`src/rtl/exc_stage_tracker.sv`:
```
// ---------------------------------------------------------------------------
// exc_stage_tracker
//
// One pipeline stage that carries the precise-exception bundle
// (pc, epc, badvaddr, exc_code, is_exc, is_in_ds, is_eret) with a
// valid/allowin handshake. The stage also folds the exception sources it
// detects itself into that bundle, and it drains younger instructions
// after an exception or eret has left the stage, until CP0 raises flush.
//
// Ports
//   clk           clock; every state update happens on posedge
//   reset         synchronous, active-low reset
//   flush         exception/eret commit from CP0; kills the stage content
//   stall         stage-internal stall
//   pre_valid     upstream holds a valid instruction
//   pre_allowin   this stage accepts upstream this cycle
//   post_allowin  downstream accepts
//   valid         stage holds a live instruction
//   pre_*         upstream exception bundle
//   loc_exc_req   local exception requests, index 0 = highest priority
//   loc_exc_code  packed codes, source i at [i*EXC_W +: EXC_W]
//   loc_badvaddr  packed bad addresses, source i at [i*PC_W +: PC_W]
//   pc .. is_eret registered exception bundle
//   en_disable    suppress side effects of this and younger instructions
//   draining      stage is in DRAIN
// ---------------------------------------------------------------------------
module exc_stage_tracker #(
    parameter int PC_W    = 32,
    parameter int EXC_W   = 5,
    parameter int NUM_SRC = 2
) (
    input  logic                     clk,
    input  logic                     reset,
    input  logic                     flush,
    input  logic                     stall,
    input  logic                     pre_valid,
    output logic                     pre_allowin,
    input  logic                     post_allowin,
    output logic                     valid,
    input  logic [PC_W-1:0]          pre_pc,
    input  logic [PC_W-1:0]          pre_badvaddr,
    input  logic [EXC_W-1:0]         pre_exc_code,
    input  logic                     pre_is_exc,
    input  logic                     pre_is_in_ds,
    input  logic                     pre_is_eret,
    input  logic [NUM_SRC-1:0]       loc_exc_req,
    input  logic [NUM_SRC*EXC_W-1:0] loc_exc_code,
    input  logic [NUM_SRC*PC_W-1:0]  loc_badvaddr,
    output logic [PC_W-1:0]          pc,
    output logic [PC_W-1:0]          epc,
    output logic [PC_W-1:0]          badvaddr,
    output logic [EXC_W-1:0]         exc_code,
    output logic                     is_exc,
    output logic                     is_in_ds,
    output logic                     is_eret,
    output logic                     en_disable,
    output logic                     draining
);

    typedef enum logic {
        RUN   = 1'b0,
        DRAIN = 1'b1
    } state_t;

    state_t state;
    state_t state_next;

    logic             fold;
    logic             ready_go;
    logic             fire_out;
    logic             accept;
    logic [EXC_W-1:0] sel_code;
    logic [PC_W-1:0]  sel_badvaddr;

    // An instruction that already carries an exception ignores local
    // requests, so the earliest-detected exception is the one reported.
    assign fold        = valid && !is_exc && (|loc_exc_req);
    // Folding takes one cycle so downstream always sees the folded bundle.
    assign ready_go    = !stall && !fold;
    assign pre_allowin = !valid || (ready_go && post_allowin);
    assign fire_out    = valid && ready_go && post_allowin;
    assign accept      = pre_valid && pre_allowin;

    assign draining    = (state == DRAIN);
    assign en_disable  = (valid && (is_exc || is_eret)) || draining || fold;

    // Walk from the lowest priority upwards so the lowest asserted index
    // is the last writer and wins.
    always_comb begin
        // NOTE: every output of a combinational block gets a default first,
        // otherwise paths that skip an assignment infer a latch.
        sel_code     = '0;
        sel_badvaddr = '0;
        for (int i = NUM_SRC - 1; i >= 0; i--) begin
            if (loc_exc_req[i]) begin
                sel_code     = loc_exc_code[i*EXC_W +: EXC_W];
                sel_badvaddr = loc_badvaddr[i*PC_W +: PC_W];
            end
        end
    end

    // State register.
    always_ff @(posedge clk) begin
        // NOTE: sequential state uses non-blocking assignments so every
        // register samples pre-edge values regardless of block order.
        if (!reset) begin
            state <= RUN;
        end else begin
            state <= state_next;
        end
    end

    // Next-state logic. Flush always returns to RUN, even when it lands on
    // the same cycle as the exception leaving the stage.
    always_comb begin
        state_next = state;
        if (flush) begin
            state_next = RUN;
        end else if (state == RUN && fire_out && (is_exc || is_eret)) begin
            state_next = DRAIN;
        end
    end

    // Valid flag and exception bundle.
    always_ff @(posedge clk) begin
        if (!reset) begin
            valid    <= 1'b0;
            pc       <= '0;
            epc      <= '0;
            badvaddr <= '0;
            exc_code <= '0;
            is_exc   <= 1'b0;
            is_in_ds <= 1'b0;
            is_eret  <= 1'b0;
        end else if (flush) begin
            // Payload is left as is; only the instruction is killed.
            valid <= 1'b0;
        end else if (fold) begin
            exc_code <= sel_code;
            badvaddr <= sel_badvaddr;
            is_exc   <= 1'b1;
            is_eret  <= 1'b0;
        end else if (accept) begin
            if (state == RUN) begin
                valid    <= 1'b1;
                pc       <= pre_pc;
                // A delay-slot instruction reports the branch as EPC; the
                // subtraction wraps modulo 2^PC_W.
                epc      <= pre_is_in_ds ? (pre_pc - PC_W'(4)) : pre_pc;
                badvaddr <= pre_badvaddr;
                exc_code <= pre_exc_code;
                is_exc   <= pre_is_exc;
                is_in_ds <= pre_is_in_ds;
                is_eret  <= pre_is_eret;
            end else begin
                // Younger instruction swallowed while draining.
                valid <= 1'b0;
            end
        end else if (fire_out) begin
            valid <= 1'b0;
        end
    end

endmodule

```
`config.mk`:
```
export PLATFORM = sky130hd
export DESIGN_NAME = exc_stage_tracker
export DESIGN_NICKNAME = d
export VERILOG_FILES = /design/src/rtl/exc_stage_tracker.sv
export SDC_FILE = /design/constraint.sdc
export NUM_CORES = 1
export LEC_CHECK = 0
export ABC_CLOCK_PERIOD_IN_PS = 2300
export CAP_MARGIN = 0
export CORE_ASPECT_RATIO = 0.5
export CORE_UTILIZATION = 39
export DETAILED_ROUTE_END_ITERATION = 12
export MAX_ROUTING_LAYER = met4
export PLACE_DENSITY_LB_ADDON = 0.15
export REMOVE_ABC_BUFFERS = 1
export SLEW_MARGIN = 20
export SYNTH_ARGS = -nofsm -noshare
export SYNTH_HDL_FRONTEND = slang
export SYNTH_SLANG_ARGS = --single-unit
```
`constraint.sdc`:
```
create_clock -name clk -period 2.3 [get_ports clk]
set_input_delay 0.46 -clock clk [delete_from_list [all_inputs] [get_ports clk]]
set_output_delay 0.46 -clock clk [all_outputs]
set_load 0.02 [all_outputs]
```
==> results.toml <==
[outcome]
status = "complete, no violations"

[run]
cap_viol_max_count = 0

[cells_and_area]
postLayoutCellArea_mm2 = 0.00826
fin_util = 0.695
antenna_cells = 0
drive_above_1_share = 0.0952
layout_common_cells = "clkdlybuf4s50_1, nand2_1, dfxtp_1, a21oi_1, buf_4"
final_common_cell = "clkdlybuf4s50_1"
layout.nets = 1011
area_growth_pct = 72.5

[sta]
slew_headroom = 0.695
finClkSkew_ns = 0.00588
hold_slack_ns = 0.453
max_freq_ghz = 0.454
setup_violations = 0
worst_pin_slew_ns = 0.458
period_share = 0.958
drv_slew = 0
grt_setup_unrepaired = "false"
hold_viol_final = 0
period_needed_ns = 2.20

[logic_synthesis]
synthCells = 585
synth_edf_count = 0
ys_seq_area_frac = 0.435
yosysTopAreaCell = "dfxtp_1"
ys_ff_latch = 104
synth_warnings = 0
synth_area_mm2 = 0.00479
ys_types = 44
async_reset_ff_frac = 0
synth_top_flop_cell = "dfxtp_1"
synthTopCellsByArea = "dfxtp_1, a21oi_1, nand2_1"
synth_area_per_cell_um2 = 8.18
synth_top_area_frac = 0.435

[route]
drc = 0
vias = 5295
drt-total-wl_um = 16400
wire_per_inst_um = 15.9
firstDrtPassIters = 4
drtAntennaViolNets = 0
vias_per_cell = 5.16
drt-initial-drc-count = 233

[critical_path]
path_delay_family = "buffers and inverters"
critPathKind = "input pin to output port"
cp_slowest_stage_delay_ns = 0.52
critPathBufInv = 4
slowest_stage = "clkdlybuf4s50_1"
crit_arrival_ns = 1.74
critPathMaxFanout = 2
crit_path_cell_trace = "clkdlybuf4s50_1, o21bai_1, buf_4, a21oi_2, inv_1, dlygate4sd2_1"
critPathLaunchType = "input pin"
endpoint_kind = "output port"
critical_path_required_ns = 1.84

[global_routing]
grt_max_degree = 50
antenna_found_initial = 0
grt_pass1_vias = 4738
grt_overflow_total = 0
grt_pass1_wl_um = 24300
track_usage = 0.250

[placement]
port_buffers = 261
gp_congestion = 0.785
place_area_mm2 = 0.00794
hpwl_um = 11800

[min_path]
hold_path.class = "register to register"

[clock_tree]
numCtsBuffers = 9
path_clk_slew_ns = 0.07
cts_tree = "done"
clk_latency_ns = 0.34
clkSinkCount = 104
cts-root-buf = "clkbuf_16"
holdBufCountCts = 0
cts_max_path_buffers = 2
htreeDepth = 3

[floorplanning]
die_area_mm2 = 0.0127
core_area_mm2 = 0.0119
ioPinCount = 262
row_count = 28
die_w_um = 159
start_util = 0.403
die_y_um = 80.3

[power_and_ir_drop]
pwr_density_cell_mw_per_mm2 = 568
finalPower_mw = 4.69
p_leak_nw = 2.91
irDropWorstVdd_v = 0.000354
[cells by family (layout without fill, tap and decap cells)]
family | count (synthesis) | after routing | share of synthesized area
fa+ha+maj | 1 | 1 | 0.00261
xor+xnor | 28 | 28 | 0.0512
flops | 104 | 104 | 0.435
buf+inv | 59 | 335 | 0.0497
compound gates | 207 | 207 | 0.282
simple gates | 186 | 186 | 0.179
[Yosys cell counts (2+ instances only)]
| library cell | count |
|---|---|
| buf_4 | 3 |
| nand3b_1 | 3 |
| a211oi_1 | 5 |
| o21ai_0 | 22 |
| a21oi_1 | 97 |
| or4_1 | 2 |
| nand3_1 | 7 |
| nand2b_1 | 3 |
| xor2_1 | 21 |
| xnor2_1 | 7 |
| nor2b_1 | 2 |
| dfxtp_1 | 104 |
| a221o_1 | 35 |
| inv_1 | 4 |
| or3_1 | 4 |
| clkbuf_1 | 47 |
| nand4b_1 | 2 |
| nand2_1 | 116 |
| buf_2 | 4 |
| nand4_1 | 3 |
| nor4_1 | 2 |
| nor2_1 | 24 |
| o21bai_1 | 2 |
| o211ai_1 | 40 |
| nor3_1 | 7 |
[worst reg2reg max path, cell delays in order (launching register included)]
cell      delay [ns]
dfxtp_1         0.41
o21bai_1        0.16
buf_4           0.16
a21oi_2         0.06
buf_4           0.14
nor3_2          0.19
buf_4           0.24
buf_12          0.20
o21ai_0         0.11
a21oi_1         0.15
[metrics by stage]
stage	TNS (ns)	setup slack [ns]	std cells
after floorplan	-251.75	-3.53	531
after global placement	-4.05	-0.215	1010
after detailed placement	-4.49	-0.229	1010
after CTS	0	0.0656	1026
after global routing	0	0.0379	1026
final	0	0.0976	1026
[sequential cells by signal, indices dropped and copies added, names as in the netlist]
name	cells
is_in_ds	1
exc_code	5
is_eret	1
is_exc	1
badvaddr	32
pc	32
valid	1
draining	1
epc	30
[cell type report]
| type | instances | area [um^2] |
|---|---|---|
| well taps | 165 | 206 |
| multi-input cells | 422 | 2500 |
| inverters | 5 | 18.8 |
| clock buffers | 9 | 225 |
| fillers | 974 | 3620 |
| clock inverters | 7 | 88.8 |
| flip-flops and latches | 104 | 2080 |
| repair buffers | 314 | 3130 |
[metal layers]
| layer | global-route usage | vias up | share of wire |
|---|---|---|---|
| li1 | - | 2653 | - |
| met1 | 0.303 | 2472 | 0.44 |
| met2 | 0.430 | 152 | 0.49 |
| met3 | 0.0448 | 18 | 0.052 |
| met4 | 0.0654 | 0 | 0.016 |
| met5 | - | - | 0 |
[worst paths after layout]
check                       from          end  slack (ns)  cells after the start
setup / recovery  loc_exc_req[0]  pre_allowin         0.1                      6
hold / removal             pc[4]        pc[4]        0.45                      2
setup reg to reg          is_exc      epc[30]        0.42                      9
hold reg to reg            pc[4]        pc[4]        0.45                      2
[repair_timing]
action	in CTS	in global routing
endpoints found under the setup margin	2	2
endpoints found under the hold margin	0	0
buffers inserted	0	0
gates resized for setup	2	2
[power by group]
group	leakage, nW	internal (mW)	total [mW]	switching [mW]
Sequential	0.852	1.91	1.96	0.0523
Combinational	1.91	0.598	1.11	0.511
Clock	0.152	0.872	1.63	0.755
No activity file was read; power rests on OpenSTA's default activity.
